`config.mk`:
```
export PLATFORM = sky130hd
export DESIGN_NAME = seg_reader
export DESIGN_NICKNAME = d
export VERILOG_FILES = /design/src/rtl/seg7_pkg.sv /design/src/rtl/seg_pattern_decode.sv /design/src/rtl/seg_reader.sv
export SDC_FILE = /design/constraint.sdc
export NUM_CORES = 1
export LEC_CHECK = 0
export ABC_CLOCK_PERIOD_IN_PS = 2800
export BUFFER_PORTS_ARGS = -buffer_cell sky130_fd_sc_hd__buf_2
export CAP_MARGIN = 5
export CORE_UTILIZATION = 58
export CTS_CLUSTER_DIAMETER = 150
export DETAILED_ROUTE_END_ITERATION = 10
export PLACE_DENSITY_LB_ADDON = 0.25
export SLEW_MARGIN = 30
export SYNTH_ARGS = -nofsm -noshare
export SYNTH_HDL_FRONTEND = slang
export SYNTH_SLANG_ARGS = --single-unit
```
`constraint.sdc`:
```
create_clock -name clk -period 2.8 [get_ports clk]
set_input_delay 0.14 -clock clk [delete_from_list [all_inputs] [get_ports clk]]
set_output_delay 0.14 -clock clk [all_outputs]
set_load 0.005 [all_outputs]
```
`src/rtl/seg7_pkg.sv`:
```
// Shared seven-segment definitions: active-low digit patterns, blank code,
// decode result payload and the reader's sequence-tracking state encoding.
package seg7_pkg;

  localparam int unsigned SEG_W = 7;

  localparam logic [SEG_W-1:0] SEG_0     = 7'b0000001;
  localparam logic [SEG_W-1:0] SEG_1     = 7'b1001111;
  localparam logic [SEG_W-1:0] SEG_2     = 7'b0010010;
  localparam logic [SEG_W-1:0] SEG_3     = 7'b0000110;
  localparam logic [SEG_W-1:0] SEG_4     = 7'b1001100;
  localparam logic [SEG_W-1:0] SEG_5     = 7'b0100100;
  localparam logic [SEG_W-1:0] SEG_6     = 7'b0100000;
  localparam logic [SEG_W-1:0] SEG_7     = 7'b0001111;
  localparam logic [SEG_W-1:0] SEG_8     = 7'b0000000;
  localparam logic [SEG_W-1:0] SEG_9     = 7'b0000100;
  localparam logic [SEG_W-1:0] SEG_BLANK = 7'b1111111;

  typedef enum logic {
    ST_IDLE  = 1'b0,
    ST_TRACK = 1'b1
  } seg_state_e;

  typedef struct packed {
    logic       is_digit;
    logic       is_blank;
    logic [3:0] value;
  } seg_dec_t;

  // Successor digit in the up-counter sequence, 9 wraps to 0.
  function automatic logic [3:0] next_digit(input logic [3:0] d);
    return (d == 4'd9) ? 4'd0 : d + 4'd1;
  endfunction

endpackage

```
`src/rtl/seg_pattern_decode.sv`:
```
// Combinational seven-segment pattern classifier: digit value, blank, or invalid.
module seg_pattern_decode
  import seg7_pkg::*;
(
  input  logic [SEG_W-1:0] pattern_i,
  output seg_dec_t         dec_o
);

  always_comb begin
    dec_o.is_digit = 1'b1;
    dec_o.is_blank = 1'b0;
    dec_o.value    = 4'd0;
    case (pattern_i)
      SEG_0:     dec_o.value = 4'd0;
      SEG_1:     dec_o.value = 4'd1;
      SEG_2:     dec_o.value = 4'd2;
      SEG_3:     dec_o.value = 4'd3;
      SEG_4:     dec_o.value = 4'd4;
      SEG_5:     dec_o.value = 4'd5;
      SEG_6:     dec_o.value = 4'd6;
      SEG_7:     dec_o.value = 4'd7;
      SEG_8:     dec_o.value = 4'd8;
      SEG_9:     dec_o.value = 4'd9;
      SEG_BLANK: begin
        dec_o.is_digit = 1'b0;
        dec_o.is_blank = 1'b1;
      end
      default:   dec_o.is_digit = 1'b0;
    endcase
  end

endmodule

```
`src/rtl/seg_reader.sv`:
```
// Reads an asynchronous seven-segment bus, debounces it and reports digits/errors.
// Define SEG_READER_SEQ_CHECK_EN to enable up-count sequence checking.
module seg_reader
  import seg7_pkg::*;
#(
  parameter int unsigned STABLE_CYCLES = 4,
  parameter int unsigned ERR_W         = 8
) (
  input  logic             clk,
  input  logic             rst,
  input  logic [6:0]       display,
  output logic [3:0]       digit,
  output logic             digit_valid,
  output logic             blank,
  output logic             seq_err,
  output logic [ERR_W-1:0] err_count
);

  localparam int unsigned CNT_W = 8;
  localparam logic [CNT_W-1:0] STABLE_MAX = CNT_W'(STABLE_CYCLES);

  logic [SEG_W-1:0] sync1_q, sync2_q, sample_q, last_acc_q;
  logic [CNT_W-1:0] stab_cnt_q, stab_cnt_d;
  logic [3:0]       digit_q, digit_d;
  logic             digit_valid_q, blank_q, blank_d, seq_err_q;
  logic [ERR_W-1:0] err_count_q, err_count_d;

  seg_dec_t dec;
  logic     accept_c, digit_acc_c, blank_acc_c, invalid_acc_c;
  logic     seq_viol_c, err_c;

  seg_pattern_decode u_decode (
    .pattern_i (sample_q),
    .dec_o     (dec)
  );

  // Stability counter: clears on change, saturates once qualified.
  always_comb begin
    stab_cnt_d = stab_cnt_q;
    if (sync2_q != sample_q) begin
      stab_cnt_d = '0;
    end else if (stab_cnt_q != STABLE_MAX) begin
      stab_cnt_d = stab_cnt_q + CNT_W'(1);
    end
  end

  // Accept only on the qualifying cycle and only a pattern new since last acceptance.
  always_comb begin
    accept_c      = (stab_cnt_d == STABLE_MAX) && (stab_cnt_q != STABLE_MAX) &&
                    (sample_q != last_acc_q);
    digit_acc_c   = accept_c && dec.is_digit;
    blank_acc_c   = accept_c && dec.is_blank;
    invalid_acc_c = accept_c && !dec.is_digit && !dec.is_blank;
  end

`ifdef SEG_READER_SEQ_CHECK_EN
  seg_state_e state_q, state_d;

  always_ff @(posedge clk or negedge rst) begin
    if (!rst) begin
      state_q <= ST_IDLE;
    end else begin
      state_q <= state_d;
    end
  end

  always_comb begin
    state_d = state_q;
    if (invalid_acc_c) begin
      state_d = ST_IDLE;
    end else if (digit_acc_c) begin
      state_d = ST_TRACK;
    end
  end

  // digit_q holds the reference digit while tracking.
  always_comb begin
    seq_viol_c = 1'b0;
    if ((state_q == ST_TRACK) && digit_acc_c && (dec.value != next_digit(digit_q))) begin
      seq_viol_c = 1'b1;
    end
  end
`else
  always_comb begin
    seq_viol_c = 1'b0;
  end
`endif

  always_comb begin
    err_c   = invalid_acc_c || seq_viol_c;
    digit_d = digit_q;
    blank_d = blank_q;
    if (digit_acc_c) begin
      digit_d = dec.value;
      blank_d = 1'b0;
    end else if (blank_acc_c) begin
      blank_d = 1'b1;
    end
    err_count_d = err_count_q;
    if (err_c && (err_count_q != {ERR_W{1'b1}})) begin
      err_count_d = err_count_q + ERR_W'(1);
    end
  end

  always_ff @(posedge clk or negedge rst) begin
    if (!rst) begin
      sync1_q       <= SEG_BLANK;
      sync2_q       <= SEG_BLANK;
      sample_q      <= SEG_BLANK;
      last_acc_q    <= SEG_BLANK;
      stab_cnt_q    <= '0;
      digit_q       <= 4'd0;
      digit_valid_q <= 1'b0;
      blank_q       <= 1'b1;
      seq_err_q     <= 1'b0;
      err_count_q   <= '0;
    end else begin
      sync1_q       <= display;
      sync2_q       <= sync1_q;
      sample_q      <= sync2_q;
      stab_cnt_q    <= stab_cnt_d;
      if (accept_c) begin
        last_acc_q  <= sample_q;
      end
      digit_q       <= digit_d;
      digit_valid_q <= digit_acc_c;
      blank_q       <= blank_d;
      seq_err_q     <= err_c;
      err_count_q   <= err_count_d;
    end
  end

  assign digit       = digit_q;
  assign digit_valid = digit_valid_q;
  assign blank       = blank_q;
  assign seq_err     = seq_err_q;
  assign err_count   = err_count_q;

endmodule
```
==> results.ini <==
[drt]
drt-met1-wl_um=1845
wire_per_inst_um=15.04
met3_wirelength_um=166
postRouteAntennaNets=0
first_iter_violations=135
drt_wl_total_um=4092
highest_layer=met4
route.met2.wl_um=2037
drc=0
vias_per_cell=5.537
firstDrtPassIters=5
vias=1506

[power_and_ir_drop]
p_clk_share_pct=34.9
p_seq_share_pct=60.4
power.switching_uw=287.6
ir_drop_v=0.0003232
internal-power_mw=1.019
power-per-cell-area_nw_per_um2=491.4
power_leakage_nw=1.170
comb_power_share_pct=4.7
swShare_pct=22.01
total_power_mw=1.306

[synth]
yosysSeqAreaShare_pct=55.86
yosysMostFrequentCell=dfstp_2
ys.warnings.count=0
yosysTopAreaCellShare_pct=32.43
yosys_register_bits=51
syn-cell-area_um2=2350
syn_inst=192
synth_area_leaders=dfstp_2 (32%), dfrtp_1 (23%), xnor2_1 (5.2%)
synthArstFlopShare_pct=100.0
ys.flop_type=dfstp_2
yosysTopAreaCell=dfstp_2
synthDistinctLibCells=43
synth_fp_nets=204
synth.avg_cell_area_um2=12.24
yosys-top-cells-count=dfstp_2 (29), dfrtp_1 (22), nor2_1 (15)
synth_enable_flop_cells=0

[worst_setup_path]
start_kind=flip-flop
worst-r2r-setup-slack_ps=300
max_stage_delay_ps=490
critPathArrivalTime_ps=2690
critPathBufInv=1
critPathSlowestCell=dfrtp_1
rr_startpoint=stab_cnt_q[0]
crit_required_ps=3000
critPathCaptureType=flip-flop
crit_fanout=7
cp_top_family=simple AND/OR/NAND/NOR gates
worstPathCellList=ha_1 > inv_1 > nor4_1 > a31oi_1 > nand4b_4 > a2111oi_4 > or3b_1 > xnor2_1
reg2regPathDepth=8
crit_type=reg2reg
reg2reg_to=err_count[5]

[placement]
place_congestion=0.8413
port_buffers=23
hpwl_um=2922
place_area_um2=2475

[sta]
final_hold_viol_count=0
fin_skew_ps=9.235
max-slew-margin-rel_pct=59.13
setup_viol=0
post-route-min-period_ps=2495
fin_crit_sh_pct=89.11
grt_setup_unrepaired=false
drv_slew=0
worstMarginPinSlew_ps=613.0
max_clock_freq_ghz=0.4008
fin_tns_setup_ps=0
timing.hold.ws_ps=359.4

[clock_network]
clockRootBuffer=clkbuf_8
h-tree-depth=2
cts_max_path_buffers=2
cts_inserted_buffers=5
clock_sinks=51
cts_setup_buffers=0
cts_tree=yes
clk_pin_slew_ps=90
insertion_delay_ps=300

[global_route]
gr-total-overflow=0
gr-usage-all-layers_pct=21.54
grt_max_degree=52
grt_antenna_before_repair=0
grt_pass1_vias=1505
grt_pass1_wl_um=6858

[run_status]
status=finished, final reports clean

[min_path]
hold_depth=0
holdCritStartpoint=sync1_q[2]
min_path_type=reg2reg
min_to=sync2_q[2]

[final_layout]
final_nets=235
fillCellCount=255
final_area_um2=2659
seqCellArea_um2=1313
area_delta_synth_final_pct=13.15
multi_input_area_um2=950.9
layout-drive-gt1-share_pct=35.27
antennaDiodeCount=0

[die]
core_um2=3771
num_rows=22
die_area_um2=4310
initial_utilization_pct=62.31
die_w_um=65.65
die_y_um=65.65
pin_count=24

[flow_run]
cap_violations=0

[timing repair]
item,4_1_cts,5_1_grt
hold endpoints to repair,29,0
resized for setup,0,0
hold buffers,8,0
[metal layers]
metal | GRT usage (%) | vias to the layer above
met5 | 0 | -
met4 | 6.250 | 0
met3 | 5.903 | 6
met2 | 35.97 | 43
met1 | 27.17 | 736
li1 | - | 721
[power by group through the flow]
stage,clock (mW),sequential [mW],combinational [mW]
2_1_floorplan,0,0.785,0.0475
3_3_place_gp,0,0.800,0.0516
3_5_place_dp,0,0.801,0.0542
4_1_cts,0.469,0.789,0.0633
5_1_grt,0.497,0.792,0.0699
6_report,0.456,0.789,0.0617
[cell families (layout without fill, tap and decap cells)]
group / count (synthesis) / after routing / synth area share (%)
compound gates: 17 / 17 / 6.018
xor+xnor: 29 / 29 / 11.45
fa+ha+maj: 3 / 3 / 1.598
buf+inv: 14 / 46 / 3.674
flops: 51 / 51 / 55.86
mux: 10 / 10 / 4.739
simple gates: 68 / 68 / 16.67
[cell usage in the layout (no fill, tap or decap), types with 2 or more instances in the layout]
cell	Yosys	routed
a21boi_0	2	2
a21oi_1	2	2
a41o_1	2	2
and2_1	4	4
and3_1	3	3
buf_2	3	22
buf_4	0	3
clkbuf_8	0	7
dfrtp_1	22	22
dfstp_2	29	29
dlygate4sd3_1	0	8
ha_1	3	3
inv_1	4	4
mux2_2	9	9
nand2_1	11	11
nand3_1	11	11
nand4_1	8	8
nor2_1	15	15
nor3_1	3	3
nor4_1	3	3
o21ai_0	3	3
xnor2_1	14	14
xnor2_2	2	2
xor2_1	13	13
[worst register-to-register path, stage by stage, from the launching register on]
cell       delay (ps)
dfrtp_1           490
ha_1              280
inv_1              80
nor4_1            270
a31oi_1           130
nand4b_4          240
a2111oi_4         350
or3b_1            410
xnor2_1           140
[layout make-up]
| class | instances | area share (%) |
|---|---|---|
| clock buffers | 7 | 3.624 |
| clock inverters | 1 | 0.2824 |
| well taps | 48 | 2.259 |
| inverters | 5 | 0.7059 |
| flip-flops and latches | 51 | 49.36 |
| multi-input cells | 127 | 35.76 |
| repair buffers | 33 | 8.000 |
[worst max path at each step]
stage	from	cells past startpoint	endpoint	slack [ps]
2_1_floorplan	stab_cnt_q[0]	8	err_count[5]	400
4_1_cts	stab_cnt_q[0]	8	err_count[5]	280
6_report	stab_cnt_q[0]	8	err_count[5]	300
5_1_grt	sample_q[2]	7	digit[3]	90
3_3_place_gp	stab_cnt_q[0]	8	err_count[1]	400
3_5_place_dp	stab_cnt_q[0]	8	err_count[5]	310
[sequential cells by signal, indices dropped and copies added (netlist names)]
signal	cells
digit	4
last_acc_q	7
digit_valid	1
err_count	8
sync1_q	7
blank	1
sync2_q	7
sample_q	7
seq_err	1
stab_cnt_q	8
[metrics by stage]
stage	util, %	setup WS [ps]	std cells
2_1_floorplan	-	400.5	192
3_3_place_gp	65.56	399.8	256
3_5_place_dp	65.63	310.9	256
4_1_cts	70.50	280.5	272
5_1_grt	70.50	90.73	272
6_report	70.50	304.8	272
(Power assumes the default switching activity.)
